[src/rtl/cfeb_kchar_gen_pkg.sv]
// Shared CFEB link definitions: K-character codes and the transmitter FSM
// state encoding. The link sync monitor uses the same constants.
package cfeb_kchar_gen_pkg;

  // K28.5: normal frame separator
  localparam logic [7:0] K28_5_IDLE = 8'hBC;
  // K28.7: periodic marker sent once per marker cycle
  localparam logic [7:0] K28_7_FC   = 8'hFC;

  // Transmitter state encoding
  localparam logic [1:0] ST_OFF    = 2'd0;
  localparam logic [1:0] ST_RESYNC = 2'd1;
  localparam logic [1:0] ST_RUN    = 2'd2;

  // Increment with wrap to zero after the given last value
  function automatic logic [7:0] wrap_inc(input logic [7:0] cnt, input logic [7:0] last);
    return (cnt == last) ? 8'd0 : cnt + 8'd1;
  endfunction

endpackage

[src/rtl/cfeb_kchar_inject.sv]
// Injection slot holder: keeps one pending substitute K-character and
// releases it on the first outgoing frame that is not an FC marker slot.
module cfeb_kchar_inject
  import cfeb_kchar_gen_pkg::*;
(
  input  logic       clock,
  input  logic       global_reset,
  input  logic       run_stay,      // RUN this cycle and RUN again next cycle
  input  logic       inj_req,
  input  logic [7:0] inj_kchar,
  input  logic       fc_slot_next,  // next frame is the FC marker slot
  output logic       emit,          // next frame carries the substitute
  output logic [7:0] emit_kchar
);

  logic       pending_reg;
  logic       pending_next;
  logic [7:0] captured_reg;
  logic [7:0] captured_next;
  logic       take;

  // A new request is accepted only in RUN and only when nothing is waiting;
  // a request arriving in the same cycle can be emitted straight away.
  always_comb begin
    take          = run_stay & inj_req & ~pending_reg;
    emit          = run_stay & (pending_reg | take) & ~fc_slot_next;
    emit_kchar    = pending_reg ? captured_reg : inj_kchar;
    captured_next = take ? inj_kchar : captured_reg;
    // Leaving RUN drops whatever is waiting, without an acknowledge
    if (!run_stay) begin
      pending_next = 1'b0;
    end else begin
      pending_next = (pending_reg | take) & ~emit;
    end
  end

  // Pending flag and captured character
  always_ff @(posedge clock) begin
    if (global_reset) begin
      pending_reg  <= 1'b0;
      captured_reg <= 8'd0;
    end else begin
      pending_reg  <= pending_next;
      captured_reg <= captured_next;
    end
  end

endmodule

[src/rtl/cfeb_kchar_gen.sv]
// CFEB frame-separator generator: OFF / RESYNC / RUN sequencer producing the
// per-frame K-character, the marker-cycle position and sync status.
module cfeb_kchar_gen
  import cfeb_kchar_gen_pkg::*;
#(
  parameter int         FC_PERIOD   = 256,
  parameter int         RESYNC_HOLD = 16,
  parameter logic [7:0] IDLE_K      = K28_5_IDLE,
  parameter logic [7:0] FC_K        = K28_7_FC
) (
  input  logic       clock,
  input  logic       global_reset,
  input  logic       ttc_resync,
  input  logic       fiber_enable,
  input  logic       inj_req,
  input  logic [7:0] inj_kchar,
  output logic [7:0] kchar,
  output logic       tx_active,
  output logic       sync_done,
  output logic [7:0] frame_cnt,
  output logic       inj_ack
);

  localparam logic [7:0] FC_LAST   = 8'(FC_PERIOD - 1);
  localparam logic [7:0] HOLD_LAST = 8'(RESYNC_HOLD - 1);

  logic [1:0] state_reg, state_next;
  logic [7:0] hold_cnt_reg, hold_cnt_next;
  logic [7:0] frame_cnt_reg, frame_cnt_next;
  logic [7:0] kchar_reg, kchar_next;
  logic       inj_ack_reg, inj_ack_next;

  logic [7:0] frame_inc;
  logic       fc_slot_next;
  logic       run_stay;
  logic       emit;
  logic [7:0] emit_kchar;

  // Frame position the next RUN cycle would carry, and whether it is the FC slot
  always_comb begin
    frame_inc    = wrap_inc(frame_cnt_reg, FC_LAST);
    fc_slot_next = (frame_inc == FC_LAST);
    run_stay     = (state_reg == ST_RUN) & fiber_enable & ~ttc_resync;
  end

  cfeb_kchar_inject u_inject (
    .clock        (clock),
    .global_reset (global_reset),
    .run_stay     (run_stay),
    .inj_req      (inj_req),
    .inj_kchar    (inj_kchar),
    .fc_slot_next (fc_slot_next),
    .emit         (emit),
    .emit_kchar   (emit_kchar)
  );

  // Next state and next registered outputs; disable outranks resync
  always_comb begin
    state_next     = ST_OFF;
    hold_cnt_next  = 8'd0;
    frame_cnt_next = 8'd0;
    kchar_next     = 8'd0;
    inj_ack_next   = 1'b0;
    if (fiber_enable) begin
      case (state_reg)
        ST_OFF: begin
          state_next = ST_RESYNC;
          kchar_next = IDLE_K;
        end
        ST_RESYNC: begin
          kchar_next = IDLE_K;
          if (ttc_resync) begin
            state_next = ST_RESYNC;
          end else if (hold_cnt_reg == HOLD_LAST) begin
            state_next = ST_RUN;
          end else begin
            state_next    = ST_RESYNC;
            hold_cnt_next = hold_cnt_reg + 8'd1;
          end
        end
        ST_RUN: begin
          if (ttc_resync) begin
            state_next = ST_RESYNC;
            kchar_next = IDLE_K;
          end else begin
            state_next     = ST_RUN;
            frame_cnt_next = frame_inc;
            if (fc_slot_next) begin
              kchar_next = FC_K;
            end else if (emit) begin
              kchar_next   = emit_kchar;
              inj_ack_next = 1'b1;
            end else begin
              kchar_next = IDLE_K;
            end
          end
        end
        default: state_next = ST_OFF;
      endcase
    end
  end

  // State and output registers
  always_ff @(posedge clock) begin
    if (global_reset) begin
      state_reg     <= ST_OFF;
      hold_cnt_reg  <= 8'd0;
      frame_cnt_reg <= 8'd0;
      kchar_reg     <= 8'd0;
      inj_ack_reg   <= 1'b0;
    end else begin
      state_reg     <= state_next;
      hold_cnt_reg  <= hold_cnt_next;
      frame_cnt_reg <= frame_cnt_next;
      kchar_reg     <= kchar_next;
      inj_ack_reg   <= inj_ack_next;
    end
  end

  assign kchar     = kchar_reg;
  assign frame_cnt = frame_cnt_reg;
  assign inj_ack   = inj_ack_reg;
  assign tx_active = (state_reg == ST_RESYNC) | (state_reg == ST_RUN);
  assign sync_done = (state_reg == ST_RUN);

endmodule

[config.mk]
export PLATFORM = sky130hd
export DESIGN_NAME = cfeb_kchar_gen
export DESIGN_NICKNAME = d
export VERILOG_FILES = /design/src/rtl/cfeb_kchar_gen_pkg.sv /design/src/rtl/cfeb_kchar_inject.sv /design/src/rtl/cfeb_kchar_gen.sv
export SDC_FILE = /design/constraint.sdc
export NUM_CORES = 1
export LEC_CHECK = 0
export ABC_AREA = 1
export CORE_MARGIN = 3
export CORE_UTILIZATION = 55
export CTS_CLUSTER_DIAMETER = 100
export CTS_CLUSTER_SIZE = 8
export DETAILED_ROUTE_END_ITERATION = 16
export PLACE_DENSITY = 0.83
export REMOVE_ABC_BUFFERS = 1
export SETUP_SLACK_MARGIN = 0.05
export SLEW_MARGIN = 20
export SYNTH_ARGS = -nofsm -noshare
export SYNTH_HDL_FRONTEND = slang
export SYNTH_SLANG_ARGS = --single-unit
[constraint.sdc]
create_clock -name clock -period 3 [get_ports clock]
set_input_delay 0.75 -clock clock [delete_from_list [all_inputs] [get_ports clock]]
set_output_delay 0.75 -clock clock [all_outputs]
set_load 0.05 [all_outputs]
Yosys cells after proc, flatten, opt, wreduce, memory -nomap -nowiden
Index checks and enable logic that the tools add are counted.
Storage, ports and cells
  register bits: 36
  output and inout port bits: 19
  input bits: 13
  word-level logic and storage cells: 49
Operators by class
  add/subtract/negate cells: 2
  reductions and logical operators: 7
  bitwise gates (word level): 17
  muxes and demuxes: 11
  eq/ne operators: 5
Operators with widths (count)
  $mux W8: 5
  $add A8 B1 Y8 const B: 2
  $eq A8 B8 Y1 const B: 2
  $pmux W8 S2: 1
  $reduce_or A5 Y1: 2
  $eq A8 B4 Y1 const B: 1
  $not A1 Y1: 8
  $and A1 B1 Y1: 7
  $mux W2: 3
  $pmux W2 S3: 1
  $reduce_or A2 Y1: 3
  $reduce_or A4 Y1: 1
  $eq A2 B1 Y1 const B: 1
  $eq A2 B2 Y1 const B: 1
  $logic_not A2 Y1: 1
  $or A1 B1 Y1: 2
  $mux W1: 1

Logic depth before layout (Yosys ltp)
Gate-level depths: netlist (run 1).
  depth after elaboration: 12
  mapped depth: 12

Hierarchy
A second synthesis (run 1) with hierarchy kept.
Second synthesis, totals
  cells, all modules: 249
  area total of the unflattened synthesis: 1773.0 um2
Modules (own cells, without submodules)
  cfeb_kchar_gen: area each 1286.2 um2, cells each 174, instances 1
  cfeb_kchar_inject: area each 486.7 um2, cells each 75, instances 1

Least setup slack after synthesis (run 1)
No wires, ideal clock.
  path type: reg2reg
  from: reg state_reg[0]
  to: reg u_inject.captured_reg[3]
  arrival time: 1.842 ns
  stages on the path, launching flop included: 11
  path buffers: 1
  library setup time: 0.138 ns
  slack: 1.020 ns
  data required time: 2.862 ns
  period minus slack after synthesis: 1.980 ns
  cell sequence: dfxtp_1 inv_1 ha_1 inv_2 nor3_2 inv_2 nor3_4 inv_2 buf_6 nor2_1 a211oi_2
Between the ends
  word-level cells in the longest chain between the ends: 5
Ends and longest elaborated chain
  start, declared: line cfeb_kchar_gen.sv:27  | logic [1:0] state_reg, state_next;
  start signal, assigned: line cfeb_kchar_gen.sv:112  | state_reg <= state_next;
  $eq A2 B2 Y1
  named net sync_done: line cfeb_kchar_gen.sv:19  | output logic sync_done,
  $and A1 B1 Y1 (2 in a row): line cfeb_kchar_gen.sv:43  | run_stay = (state_reg == ST_RUN) & fiber_enable & ~ttc_resync;
  $and A1 B1 Y1 (2 in a row): line cfeb_kchar_inject.sv:25  | take = run_stay & inj_req & ~pending_reg;
  end signal, assigned: line cfeb_kchar_inject.sv:44  | captured_reg <= captured_next;
  end, declared: line cfeb_kchar_inject.sv:18  | logic [7:0] captured_reg;
The timed path passes the listed nets, and every way through them passes these cells.
A chain may end at the register's enable or synchronous reset.

Worst setup path after layout (run 1)
  from: reg state_reg[0]
  to: out sync_done
Between the ends
  word-level cells in the longest chain between the ends: 1
Ends and longest elaborated chain
  $eq A2 B2 Y1: line cfeb_kchar_gen.sv:124  | assign sync_done = (state_reg == ST_RUN);
  end, declared: line cfeb_kchar_gen.sv:19
No other way between the ends.

==> results.py, run 1 <==
metrics = {
    "status": {
        "status": "finished clean",
    },
    "die": {
        "io_pins": 32,
        "std_cell_rows": 19,
        "dieArea_mm2": 0.00378,
        "fp.dieW_um": 61.5,
        "start_util_pct": 59.4,
        "die_h_um": 61.5,
        "coreArea_mm2": 0.00285,
    },
    "placement": {
        "hpwl_mm": 2.52,
        "post-place-cells": 286,
        "port_buffers": 31,
        "gp_congestion": 0.829,
    },
    "flow_run": {
        "drv_cap": 0,
    },
    "clock_tree": {
        "cts-htree-levels": 2,
        "clock_latency_ns": 0.34,
        "clk_pin_slew_worst_paths_ns": 0.11,
        "tritoncts": "built",
        "clockBufferDepth": 2,
        "ctsRootBufferMaster": "clkbuf_4",
        "cts-resized-gates": 0,
        "cts_sinks": 36,
        "cts_setup_buffers": 0,
        "holdBufCountCts": 0,
        "cts_made_buffers": 5,
    },
    "yosys": {
        "synth_cells": 227,
        "seq_area_frac_synth_pct": 42.5,
        "synth_compound_area_share_pct": 11.3,
        "synth_top_family_by_area": "simple AND/OR/NAND/NOR gates",
        "synth_xor_xnor_area_share_pct": 1.03,
        "ys_warn_count": 0,
        "synth.avg_cell_area_um2": 7.47,
        "synth_fa_ha_area_share_pct": 5.90,
        "yosys.area_share.simple_pct": 30.0,
        "yosysTopAreaCell": "dfxtp_1",
        "netlist_area_mm2": 0.00170,
        "synth_top_area_share_pct": 42.5,
        "synth_area_leaders": "dfxtp_1 43%, nand2_1 11%, nor2_1 8.0%",
        "ys_types": 30,
        "synth.area.mux_share_pct": 0.590,
        "ys_ff_latch": 36,
    },
    "final_layout": {
        "multiInputGateArea_um2": 827,
        "area_growth_pct": 23.3,
        "antenna_cells": 0,
        "layout_common_cells": "48 x nand2_1, 36 x nor2_1, 36 x dfxtp_1",
        "fillCellCount": 227,
        "drive_above_1_share_pct": 8.37,
        "finish.utilization_pct": 73.3,
        "register_area_um2": 721,
        "final_nets": 283,
        "mostFrequentLayoutCell": "nand2_1",
        "final_cells": 294,
    },
    "power_and_ir_drop": {
        "power_leakage_uw": 0.000762,
        "powerDensity_mw_per_mm2": 395,
        "peakVddDrop_mv": 0.329,
    },
    "sta": {
        "tightest_slew_ns": 0.519,
        "relSlewSlack_pct": 65.4,
        "slew_viol_final": 0,
        "min_period_ns": 2.69,
        "rsz0062_at_grt": "false",
        "timing.final.crit_share_pct": 89.5,
        "fin_hold_ws_ns": 0.457,
        "clock_skew_ns": 0.0100,
        "setup_viol": 0,
        "setup_tns_ns": 0,
        "max_freq_mhz": 372,
        "hold_viol": 0,
    },
    "worst_setup_path": {
        "slowest_delay_ns": 0.85,
        "cp_data_arrival_time_ns": 1.94,
        "crit_fanout": 7,
        "crit-reg2reg-launch": "state_reg[0]$_SDFF_PP0_",
        "path_delay_family": "buffers and inverters",
        "worstSetupStartpoint": "state_reg[0]$_SDFF_PP0_",
        "crit_required_ns": 2.25,
        "path_cells": "inv_1 > ha_1 > clkdlybuf4s50_1",
        "reg2reg_slack_ns": 1.16,
        "startpoint_type": "register",
        "slowest_stage": "clkdlybuf4s50_1",
        "r2r-end": "u_inject.captured_reg[3]$_SDFFE_PP0P_",
        "end_kind": "output pin",
        "critPathBufInv": 2,
        "critPathKind": "register to output pin",
        "worstRegToRegCells": 9,
    },
    "drt": {
        "drt-pass1-iter-count": 4,
        "vias": 1493,
        "drc": 0,
        "ant_nets": 0,
        "via_per_inst": 5.08,
        "drt_iter0_markers": 58,
        "wl_per_cell_um": 11.3,
        "routed_wirelength_mm": 3.33,
    },
    "global_route": {
        "gr-total-overflow": 0,
        "grt_pass1_wl_mm": 5.34,
        "grt_usage_pct": 19.4,
        "grt_max_degree": 16,
        "grt_pass1_vias": 1281,
        "grt_antenna_before_repair": 0,
    },
    "worst_hold_path": {
        "hp-start": "hold_cnt_reg[0]$_SDFF_PP0_",
        "hold_class": "register to register",
        "whs_path_depth": 1,
        "whs_endpoint": "hold_cnt_reg[0]$_SDFF_PP0_",
    },
}
## cells in the mapped netlist
| library cell | n |
|---|---|
| nand2_1 | 48 |
| and2_1 | 1 |
| nor2_1 | 36 |
| nand2_2 | 3 |
| clkbuf_2 | 1 |
| mux2i_1 | 1 |
| a211oi_2 | 4 |
| o21ai_0 | 8 |
| nor2_2 | 1 |
| inv_1 | 30 |
| nand4_1 | 4 |
| xnor2_1 | 1 |
| o21bai_1 | 2 |
| nor3_1 | 4 |
| a211oi_1 | 1 |
| dfxtp_1 | 36 |
| a21oi_1 | 10 |
| nor4_1 | 2 |
| nor3_2 | 1 |
| inv_2 | 3 |
| a31oi_1 | 1 |
| ha_1 | 8 |
| clkbuf_1 | 2 |
| xor2_1 | 1 |
| buf_6 | 1 |
| nand3_1 | 11 |
| nor3b_1 | 3 |
| a21oi_4 | 1 |
| o22ai_1 | 1 |
| nor3_4 | 1 |
## worst max path at each step
stage / to / slack [ns] / depth (start not counted)
6_report: sync_done / 0.31 / 3
3_5_place_dp: sync_done / 0.69 / 3
5_1_grt: sync_done / 0.23 / 3
4_1_cts: sync_done / 0.30 / 3
3_3_place_gp: sync_done / 0.74 / 3
2_1_floorplan: u_inject.captured_reg[2]$_SDFFE_PP0P_ / 1.07 / 9
## worst register-to-register path, delay by kind of cell, from the launching register on
family	cells	cell delay (ns)
AND/OR/NAND/NOR	3	0.59
AO/OA/AOI/OAI	1	0.04
buffers and inverters	4	0.44
adder cells (fa/ha/maj)	1	0.28
flip-flops	1	0.36
## per-layer routing
| layer | global-route usage, % | wire, um | vias to the layer above |
|---|---|---|---|
| met5 | 0 | 0 | - |
| met3 | 5.03 | 188 | 7 |
| met1 | 25.9 | 1570 | 647 |
| met4 | 8.79 | 52 | 0 |
| li1 | - | - | 795 |
| met2 | 29.1 | 1520 | 44 |
## cell type report
type,instances,share of cell area (%)
inverters,33,5.92
clock buffers,7,2.63
well taps,31,1.86
clock inverters,1,0.359
multi-input cells,154,39.6
flip-flops and latches,36,34.5
repair buffers,32,15.2
## per-stage QoR
stage / instance area [um2] / worst slack [ns] / total power, uW
global placement: 2030 / 0.735 / 561
floorplan: 1670 / 1.07 / 527
finish: 2090 / 0.314 / 827
global route: 2090 / 0.228 / 854
detailed placement: 2030 / 0.686 / 562
CTS: 2090 / 0.298 / 834
## report_power, final
group,total [uW],switching [uW],internal [uW]
clock network,276,161,115
logic,65.9,37.9,28.0
registers,485,1.93,483
## cell families after synthesis
group,Yosys count
AOI/OAI and AO/OA,28
xor gates and xnor gates,2
adders and majority gates,8
buffers and inverters,37
DFF,36
muxes,1
and+or+nand+nor,115
No activity file was read; power rests on OpenSTA's default activity.
==> run 2, diff against run 1 <==
--- a/config.mk
+++ b/config.mk
@@ -11,6 +11,7 @@
 export CTS_CLUSTER_DIAMETER = 100
 export CTS_CLUSTER_SIZE = 8
 export DETAILED_ROUTE_END_ITERATION = 16
+export GPL_ROUTABILITY_DRIVEN = 0
 export PLACE_DENSITY = 0.83
 export REMOVE_ABC_BUFFERS = 1
 export SETUP_SLACK_MARGIN = 0.05
==> results of run 2 <==
No change in the layout: final DEF, timing and power equal those of run 1.
